<file path="config.mk">
export PLATFORM = sky130hd
export DESIGN_NAME = memory_access_unit
export DESIGN_NICKNAME = d
export VERILOG_FILES = /design/src/rtl/memory_access_unit.sv
export SDC_FILE = /design/constraint.sdc
export NUM_CORES = 1
export LEC_CHECK = 0
export CAP_MARGIN = 20
export CORE_ASPECT_RATIO = 1.2
export CORE_MARGIN = 10
export CORE_UTILIZATION = 30
export DETAILED_ROUTE_END_ITERATION = 10
export PLACE_DENSITY_LB_ADDON = 0.08
export SLEW_MARGIN = 20
export SYNTH_ARGS = -nofsm -noshare
export SYNTH_HDL_FRONTEND = slang
export SYNTH_SLANG_ARGS = --single-unit
</file>
<file path="constraint.sdc">
create_clock -name clk -period 9.36 [get_ports clk]
set_clock_uncertainty 0.2 [all_clocks]
set_input_delay 2.808 -clock clk [delete_from_list [all_inputs] [get_ports clk]]
set_output_delay 2.808 -clock clk [all_outputs]
set_load 0.005 [all_outputs]
</file>
<file path="src/rtl/memory_access_unit.sv">
// rtl/memory_access_unit.sv - load/store stage between EX and WB with a single outstanding dmem access; optional MEM_TIMEOUT_EN response timeout
module memory_access_unit #(
    parameter int XLEN    = 32,
    parameter int OP_W    = 6,
    parameter int REG_W   = 5,
    parameter int TIMEOUT = 15
) (
    input  logic                clk,
    input  logic                rst,
    input  logic                ex_valid,
    output logic                ex_ready,
    input  logic [XLEN-1:0]     ex_pc,
    input  logic [XLEN-1:0]     ex_alu_out,
    input  logic [XLEN-1:0]     ex_mem_data,
    input  logic [OP_W-1:0]     ex_opcode,
    input  logic [REG_W-1:0]    ex_rf_dest,
    input  logic                ex_load,
    input  logic                ex_store,
    input  logic [2:0]          ex_mode,
    output logic                mem_valid,
    input  logic                mem_ready,
    output logic [XLEN-1:0]     mem_pc,
    output logic [XLEN-1:0]     mem_alu_out,
    output logic [XLEN-1:0]     mem_out,
    output logic [OP_W-1:0]     mem_opcode,
    output logic [REG_W-1:0]    mem_rf_dest,
    output logic                mem_fault,
    output logic                dmem_req,
    input  logic                dmem_gnt,
    output logic                dmem_we,
    output logic [XLEN-1:0]     dmem_addr,
    output logic [XLEN/8-1:0]   dmem_be,
    output logic [XLEN-1:0]     dmem_wdata,
    input  logic                dmem_rvalid,
    input  logic [XLEN-1:0]     dmem_rdata,
    input  logic                dmem_err
);

    localparam int NB   = XLEN / 8;
    localparam int OFFW = $clog2(NB);

    if (TIMEOUT < 1) begin : g_timeout_check
        $error("TIMEOUT must be at least 1");
    end

    typedef enum logic [1:0] {IDLE, REQ, WAIT, HOLD} state_t;

    state_t            state_q;
    logic              mem_valid_q;
    logic [XLEN-1:0]   mem_pc_q;
    logic [XLEN-1:0]   mem_alu_out_q;
    logic [XLEN-1:0]   mem_out_q;
    logic [OP_W-1:0]   mem_opcode_q;
    logic [REG_W-1:0]  mem_rf_dest_q;
    logic              mem_fault_q;
    logic [2:0]        mode_q;
    logic              dmem_req_q;
    logic              dmem_we_q;
    logic [XLEN-1:0]   dmem_addr_q;
    logic [NB-1:0]     dmem_be_q;
    logic [XLEN-1:0]   dmem_wdata_q;

`ifdef MEM_TIMEOUT_EN
    localparam int TW = $clog2(TIMEOUT + 1);
    logic [TW-1:0]     tmo_q;
`endif

    // Decoded request for the op currently offered by EX
    logic              ex_is_mem;
    logic              ex_misal;
    logic [NB-1:0]     be_mask;
    logic [NB-1:0]     be_d;
    logic [XLEN-1:0]   wdata_d;
    logic [XLEN-1:0]   addr_d;

    // Size decode: alignment, lane mask and lane-replicated store data
    always_comb begin
        ex_is_mem = ex_load ^ ex_store;
        ex_misal  = 1'b0;
        be_mask   = '0;
        wdata_d   = ex_mem_data;
        case (ex_mode[1:0])
            2'b00: begin
                be_mask = NB'(1);
                wdata_d = {NB{ex_mem_data[7:0]}};
            end
            2'b01: begin
                ex_misal = ex_alu_out[0];
                be_mask  = NB'(3);
                wdata_d  = {(NB/2){ex_mem_data[15:0]}};
            end
            2'b10: begin
                ex_misal = |ex_alu_out[1:0];
                be_mask  = NB'(15);
                wdata_d  = {(NB/4){ex_mem_data[31:0]}};
            end
            default: begin
                // A doubleword only exists on a 64-bit datapath
                ex_misal = (XLEN == 64) ? |ex_alu_out[2:0] : 1'b1;
                be_mask  = {NB{1'b1}};
                wdata_d  = ex_mem_data;
            end
        endcase
        be_d   = be_mask << ex_alu_out[OFFW-1:0];
        addr_d = {ex_alu_out[XLEN-1:OFFW], {OFFW{1'b0}}};
    end

    // Load data: shift the addressed lane down, then sign- or zero-extend
    logic [XLEN-1:0]   rd_shift;
    logic [XLEN-1:0]   ld_mask;
    logic              ld_sbit;
    logic [XLEN-1:0]   load_d;

    always_comb begin
        rd_shift = dmem_rdata >> {mem_alu_out_q[OFFW-1:0], 3'b000};
        case (mode_q[1:0])
            2'b00:   begin ld_mask = XLEN'(8'hFF);         ld_sbit = rd_shift[7];  end
            2'b01:   begin ld_mask = XLEN'(16'hFFFF);      ld_sbit = rd_shift[15]; end
            2'b10:   begin ld_mask = XLEN'(32'hFFFF_FFFF); ld_sbit = rd_shift[31]; end
            default: begin ld_mask = '1;                   ld_sbit = 1'b0;         end
        endcase
        load_d = (rd_shift & ld_mask) | ((ld_sbit && !mode_q[2]) ? ~ld_mask : '0);
    end

    // Access FSM; every output to WB and dmem is registered here
    always_ff @(posedge clk or posedge rst) begin
        if (rst) begin
            state_q       <= IDLE;
            mem_valid_q   <= 1'b0;
            mem_pc_q      <= '0;
            mem_alu_out_q <= '0;
            mem_out_q     <= '0;
            mem_opcode_q  <= '0;
            mem_rf_dest_q <= '0;
            mem_fault_q   <= 1'b0;
            mode_q        <= '0;
            dmem_req_q    <= 1'b0;
            dmem_we_q     <= 1'b0;
            dmem_addr_q   <= '0;
            dmem_be_q     <= '0;
            dmem_wdata_q  <= '0;
`ifdef MEM_TIMEOUT_EN
            tmo_q         <= '0;
`endif
        end else begin
            case (state_q)
                IDLE: begin
                    if (ex_valid) begin
                        mem_pc_q      <= ex_pc;
                        mem_alu_out_q <= ex_alu_out;
                        mem_opcode_q  <= ex_opcode;
                        mem_rf_dest_q <= ex_rf_dest;
                        mode_q        <= ex_mode;
                        mem_out_q     <= '0;
                        mem_fault_q   <= 1'b0;
                        if (!ex_is_mem) begin
                            state_q     <= HOLD;
                            mem_valid_q <= 1'b1;
                        end else if (ex_misal) begin
                            state_q     <= HOLD;
                            mem_valid_q <= 1'b1;
                            mem_fault_q <= 1'b1;
                        end else begin
                            state_q      <= REQ;
                            dmem_req_q   <= 1'b1;
                            dmem_we_q    <= ex_store;
                            dmem_addr_q  <= addr_d;
                            dmem_be_q    <= be_d;
                            dmem_wdata_q <= wdata_d;
`ifdef MEM_TIMEOUT_EN
                            tmo_q        <= '0;
`endif
                        end
                    end
                end
                REQ: begin
                    if (dmem_gnt) begin
                        dmem_req_q <= 1'b0;
                        state_q    <= WAIT;
                    end
                end
                WAIT: begin
                    if (dmem_rvalid) begin
                        state_q     <= HOLD;
                        mem_valid_q <= 1'b1;
                        if (dmem_err) begin
                            mem_fault_q <= 1'b1;
                            mem_out_q   <= '0;
                        end else begin
                            mem_out_q   <= dmem_we_q ? '0 : load_d;
                        end
                    end
                end
                HOLD: begin
                    if (mem_ready) begin
                        mem_valid_q <= 1'b0;
                        state_q     <= IDLE;
                    end
                end
                default: state_q <= IDLE;
            endcase
`ifdef MEM_TIMEOUT_EN
            // A response arriving in the same cycle wins over the timeout
            if (state_q == REQ || (state_q == WAIT && !dmem_rvalid)) begin
                if (tmo_q == TW'(TIMEOUT - 1)) begin
                    state_q     <= HOLD;
                    dmem_req_q  <= 1'b0;
                    mem_valid_q <= 1'b1;
                    mem_fault_q <= 1'b1;
                    mem_out_q   <= '0;
                end else begin
                    tmo_q <= tmo_q + 1'b1;
                end
            end
`endif
        end
    end

    assign ex_ready    = (state_q == IDLE);
    assign mem_valid   = mem_valid_q;
    assign mem_pc      = mem_pc_q;
    assign mem_alu_out = mem_alu_out_q;
    assign mem_out     = mem_out_q;
    assign mem_opcode  = mem_opcode_q;
    assign mem_rf_dest = mem_rf_dest_q;
    assign mem_fault   = mem_fault_q;
    assign dmem_req    = dmem_req_q;
    assign dmem_we     = dmem_we_q;
    assign dmem_addr   = dmem_addr_q;
    assign dmem_be     = dmem_be_q;
    assign dmem_wdata  = dmem_wdata_q;

endmodule

</file>
Word level (Yosys, flattened, before mapping)
Index checks and enable logic that the tools add are counted.

$add $sub $neg: 0. Multiply operators: 0. Divide/modulo/power cells: 0. Magnitude comparators: 0. Eq/ne operators: 15. Shifts and indexed selects: 2. Muxes and demuxes: 35. Bitwise gates (word level): 5. Reductions and logical operators: 16.

Operator list (count): $pmux 32 s2 (3); $mux 32 (5); $and 32x32->32 (1); $not 32->32 (1); $or 32x32->32 (1); $shr 32x5->32 (1); $mux 1 (14); $mux 2 (6); $ne 2x2->1 const B (6); $reduce_and 4->1 (3); $reduce_and 5->1 (2); $pmux 1 s3 (3); $eq 2x2->1 const B (4); $pmux 2 s4 (1); $pmux 4 s2 (1); $eq 2x1->1 const B (3); $logic_not 2->1 (3); $pmux 1 s2 (2); $reduce_bool 2->1 (2); $shl 4x2->4 (1); $ne 3x2->1 const B (1); $reduce_and 3->1 (1); $reduce_bool 3->1 (1); $ne 2x1->1 const B (1); 6 further kinds (6).

Register bits: 182. Latch bits: 0. Bits in writable memories: 0. ROM bits: 0. Output and inout bits: 180. Memories: 0.

Logic depth before layout (Yosys ltp)
Depth in word-level cells: 9. Depth in mapped cells: 9. Depth with buffers taken out: 6.

Worst setup path after synthesis
Ideal clock, no wire load.

Path type: input -> register. Start point: input ex_mode[0]. End point: register dmem_addr_q[10] (netlist: dmem_addr[10]). Setup time: 125 ps. Arrival: 3976 ps. Data required time: 9035 ps. Setup slack: 5059 ps. Cell stages on the path: 6. Buffers on the path: 3. Path through: buf_2 nor3_4 o2111ai_2 buf_6 buf_6 mux2_4.

Longest elaborated chain between the ends: 4. Elaborated cells between the ends (all ways): 6.

RTL lines: start, declared (RTL line 19) `input logic [2:0] ex_mode,`; $eq 2x2->1, or another cell as far along (RTL line 82) `case (ex_mode[1:0])`; $pmux 1 s3 (*) (RTL line 82); $not 1->1 (no line) (*); $reduce_and 4->1 (no line) (*); end signal, assigned (RTL line 167) `dmem_addr_q <= addr_d;`; end, declared (RTL line 59) `logic [XLEN-1:0] dmem_addr_q;`.

Mark *: on every way between the ends. The rest lies on a longest branch, timed or not. A chain may end at the register's enable or synchronous reset.

Final worst setup path
Start point: input ex_mode[1]. End point: register dmem_addr_q[18] (netlist: dmem_addr[18]).

Same word-level chain as after synthesis.

==> results.py <==
metrics = {
    "synth": {
        "async_flop_share_pct": 100,
        "syn_area_um2": 7800,
        "synth-edff-count": 0,
        "synth_cell_types": 39,
        "synth.most_common_cell": "dfrtp_1",
        "ys_seq_elements": 182,
        "synth_cells": 586,
        "synthTopCellsByArea": "dfrtp_1 58%, mux2_2 17%, mux2i_1 4.4%",
        "ys_warn_count": 0,
        "ys_seq_area_share_pct": 58.4,
        "yosysTopAreaCell": "dfrtp_1",
        "synth.avg_cell_area_um2": 13.3,
        "synthFlopType": "dfrtp_1",
        "synth_top_area_share_pct": 58.4,
        "synth.top_cells.by_count": "182 x dfrtp_1, 119 x mux2_2, 48 x o21ai_0, 46 x nand2_1, 34 x mux2i_1",
    },
    "route": {
        "drt_iter0_markers": 195,
        "via_per_inst": 4.76,
        "via_count": 5933,
        "drc": 0,
        "drtAntennaViolNets": 0,
        "wl_per_cell_um": 21.1,
        "first_pass_iters": 4,
        "drt-total-wl_um": 26300,
    },
    "die": {
        "dieWidth_um": 167,
        "chipHeight_um": 197,
        "fp.dieArea_um2": 32900,
        "fp.coreArea_um2": 25500,
        "initial_utilization_pct": 30.5,
        "rows": 64,
        "ios": 331,
    },
    "outcome": {
        "run_status": "finished clean",
    },
    "clock_tree": {
        "post_cts_buffers": 0,
        "cts_tree": "done",
        "cts-resized-gates": 0,
        "clk_path_buf_depth": 2,
        "hold_buffers": 0,
        "numClockSinks": 182,
        "path_clk_slew_ps": 70,
        "clkLatencyLatePin_ps": 430,
        "htreeDepth": 4,
        "cts_buffers": 17,
        "clockRootBuffer": "clkbuf_16",
    },
    "run": {
        "drv_cap": 0,
    },
    "cells_and_area": {
        "finalInstanceArea_um2": 12000,
        "drive_gt1_share_pct": 20.0,
        "syn_to_final_growth_pct": 53.3,
        "finalNetCount": 1058,
    },
    "global_routing": {
        "overflow": 0,
        "grt_pass1_vias": 6530,
        "grt_usage_pct": 15.6,
        "grt_pass1_wl_um": 40300,
        "antenna_found_initial": 0,
        "grt_max_degree": 110,
    },
    "timing": {
        "fin_crit_sh_pct": 59.8,
        "maxSlewViolCount": 0,
        "rsz0062_at_grt": "no",
        "clock.fmax_mhz": 179,
        "worstMarginPinSlew_ps": 972,
        "setup_violations": 0,
        "min_period_ps": 5600,
        "slew_headroom_pct": 35.2,
        "tns_ps": 0,
        "hold_viol": 0,
    },
    "setup_path": {
        "r2r-end": "dmem_addr[18]",
        "cp_num_buf_inv": 3,
        "crit_fanout": 72,
        "r2r-start": "state_q[1]",
        "startpoint_type": "input pin",
        "critPathTopFamily": "buffers and inverters",
        "worstSetupEndpointType": "flip-flop",
        "crit_start": "ex_mode[1]",
        "reg2reg_slack_ps": 6510,
        "cp.arrival_ps": 5720,
        "slowest_stage": "o2111ai_4",
        "crit_type": "input pin to flip-flop",
        "cp.required_ps": 9480,
        "crit_chain": "clkdlybuf4s50_1, buf_4, a21oi_2, o2111ai_4, buf_4, mux2_2",
        "slowest_delay_ps": 790,
        "cpMostUsedCell": "buf_4",
        "r2r.worst_path.cells": 5,
    },
    "place": {
        "hpwl_um": 19900,
        "portBuffers": 328,
        "postPlaceCellArea_um2": 11400,
        "gp_congestion": 0.846,
    },
    "worst_hold_path": {
        "hp-start": "dmem_wdata[12]",
        "holdPathEnd": "dmem_wdata[12]",
        "whs_path_depth": 2,
        "hold_path.class": "flip-flop to flip-flop",
    },
    "power_and_ir_drop": {
        "p_leak_nw": 5.11,
        "ir_worst_vdd_mv": 0.126,
        "power_density_nw_per_um2": 310,
        "total_power_mw": 3.71,
    },
}
==> state kept, by name (all words and copies together), names as in the netlist <==
register and cells:
state_q 2, mode_q 3, dmem_wdata 32, mem_fault 1
dmem_be 4, mem_alu_out 32, mem_out 32, mem_opcode 6
mem_valid 1, mem_pc 32, mem_rf_dest 5, dmem_req 1
dmem_addr 30, dmem_we 1
==> metrics by stage <==
step                      setup slack (ps)  hold WS [ps]  util, %  cells
after floorplan                       1410           273        -    587
after global routing                  3550           309     46.8   1246
final                                 3760           287     46.8   1247
after CTS                             3710           294     46.8   1246
after detailed placement              3240           273     44.6   1214
after global placement                3280           262     44.6   1214
==> worst max path at each step <==
stage | end | slack, ps | cells past startpoint
after floorplan | dmem_addr[10] | 1410 | 1
after global placement | dmem_addr[26] | 3280 | 6
after detailed placement | dmem_addr[18] | 3240 | 6
after CTS | dmem_addr[29] | 3710 | 6
after global routing | dmem_we | 3550 | 6
final | dmem_addr[18] | 3760 | 6
==> placed cells by master (no fill, tap or decap), types with 5 or more instances in the layout <==
master             n
mux2_4            14
nor2b_1            5
clkdlybuf4s50_1  328
a21oi_1           17
nand2_1           45
clkbuf_16         17
buf_4              8
o21ai_0           48
inv_1              6
mux2i_1           34
a22o_1             8
nor2_1            16
a221o_1           16
dfrtp_1          182
mux2_2           119
==> per-layer routing <==
| layer | up-vias | global-route usage [%] | share of wire [%] |
|---|---|---|---|
| met5 | - | 0 | 0 |
| met1 | 2957 | 17.2 | 38 |
| met2 | 233 | 27.0 | 52 |
| met3 | 23 | 6.65 | 8.8 |
| li1 | 2720 | - | - |
| met4 | 0 | 3.97 | 1.2 |
==> worst min-delay path, delay by kind of cell (launching register included) <==
family / cells / cell delay (ps)
flops: 1 / 350
simple gates: 1 / 50
compound gates: 1 / 60
==> area by class of cell <==
type	count	area (um^2)
multi-input combinational	359	3050
clock inverter	11	90.1
fill	2339	13600
clock buffer	21	470
timing repair buffer	336	3340
inverter	7	33.8
antenna	1	2.50
tap	330	413
sequential	182	4550
==> power breakdown <==
part / switching, mW / total (mW) / leakage (nW) / internal [mW]
Clock: 0.320 / 0.686 / 0.265 / 0.366
Combinational: 0.613 / 1.66 / 2.59 / 1.04
Sequential: 0.209 / 1.36 / 2.26 / 1.16
==> kinds of logic (layout without fill, tap and decap cells) <==
| group | after synthesis | in the layout | synth area share (%) |
|---|---|---|---|
| flip-flops | 182 | 182 | 58.4 |
| AO/OA/AOI/OAI | 100 | 100 | 8.38 |
| adder cells (fa/ha/maj) | 4 | 4 | 0.642 |
| other | 1 | 3 | 0.0481 |
| XOR/XNOR | 1 | 1 | 0.112 |
| AND/OR/NAND/NOR | 84 | 84 | 4.91 |
| multiplexers | 168 | 168 | 24.5 |
| buffers and inverters | 46 | 375 | 2.97 |
(Power assumes the default switching activity.)
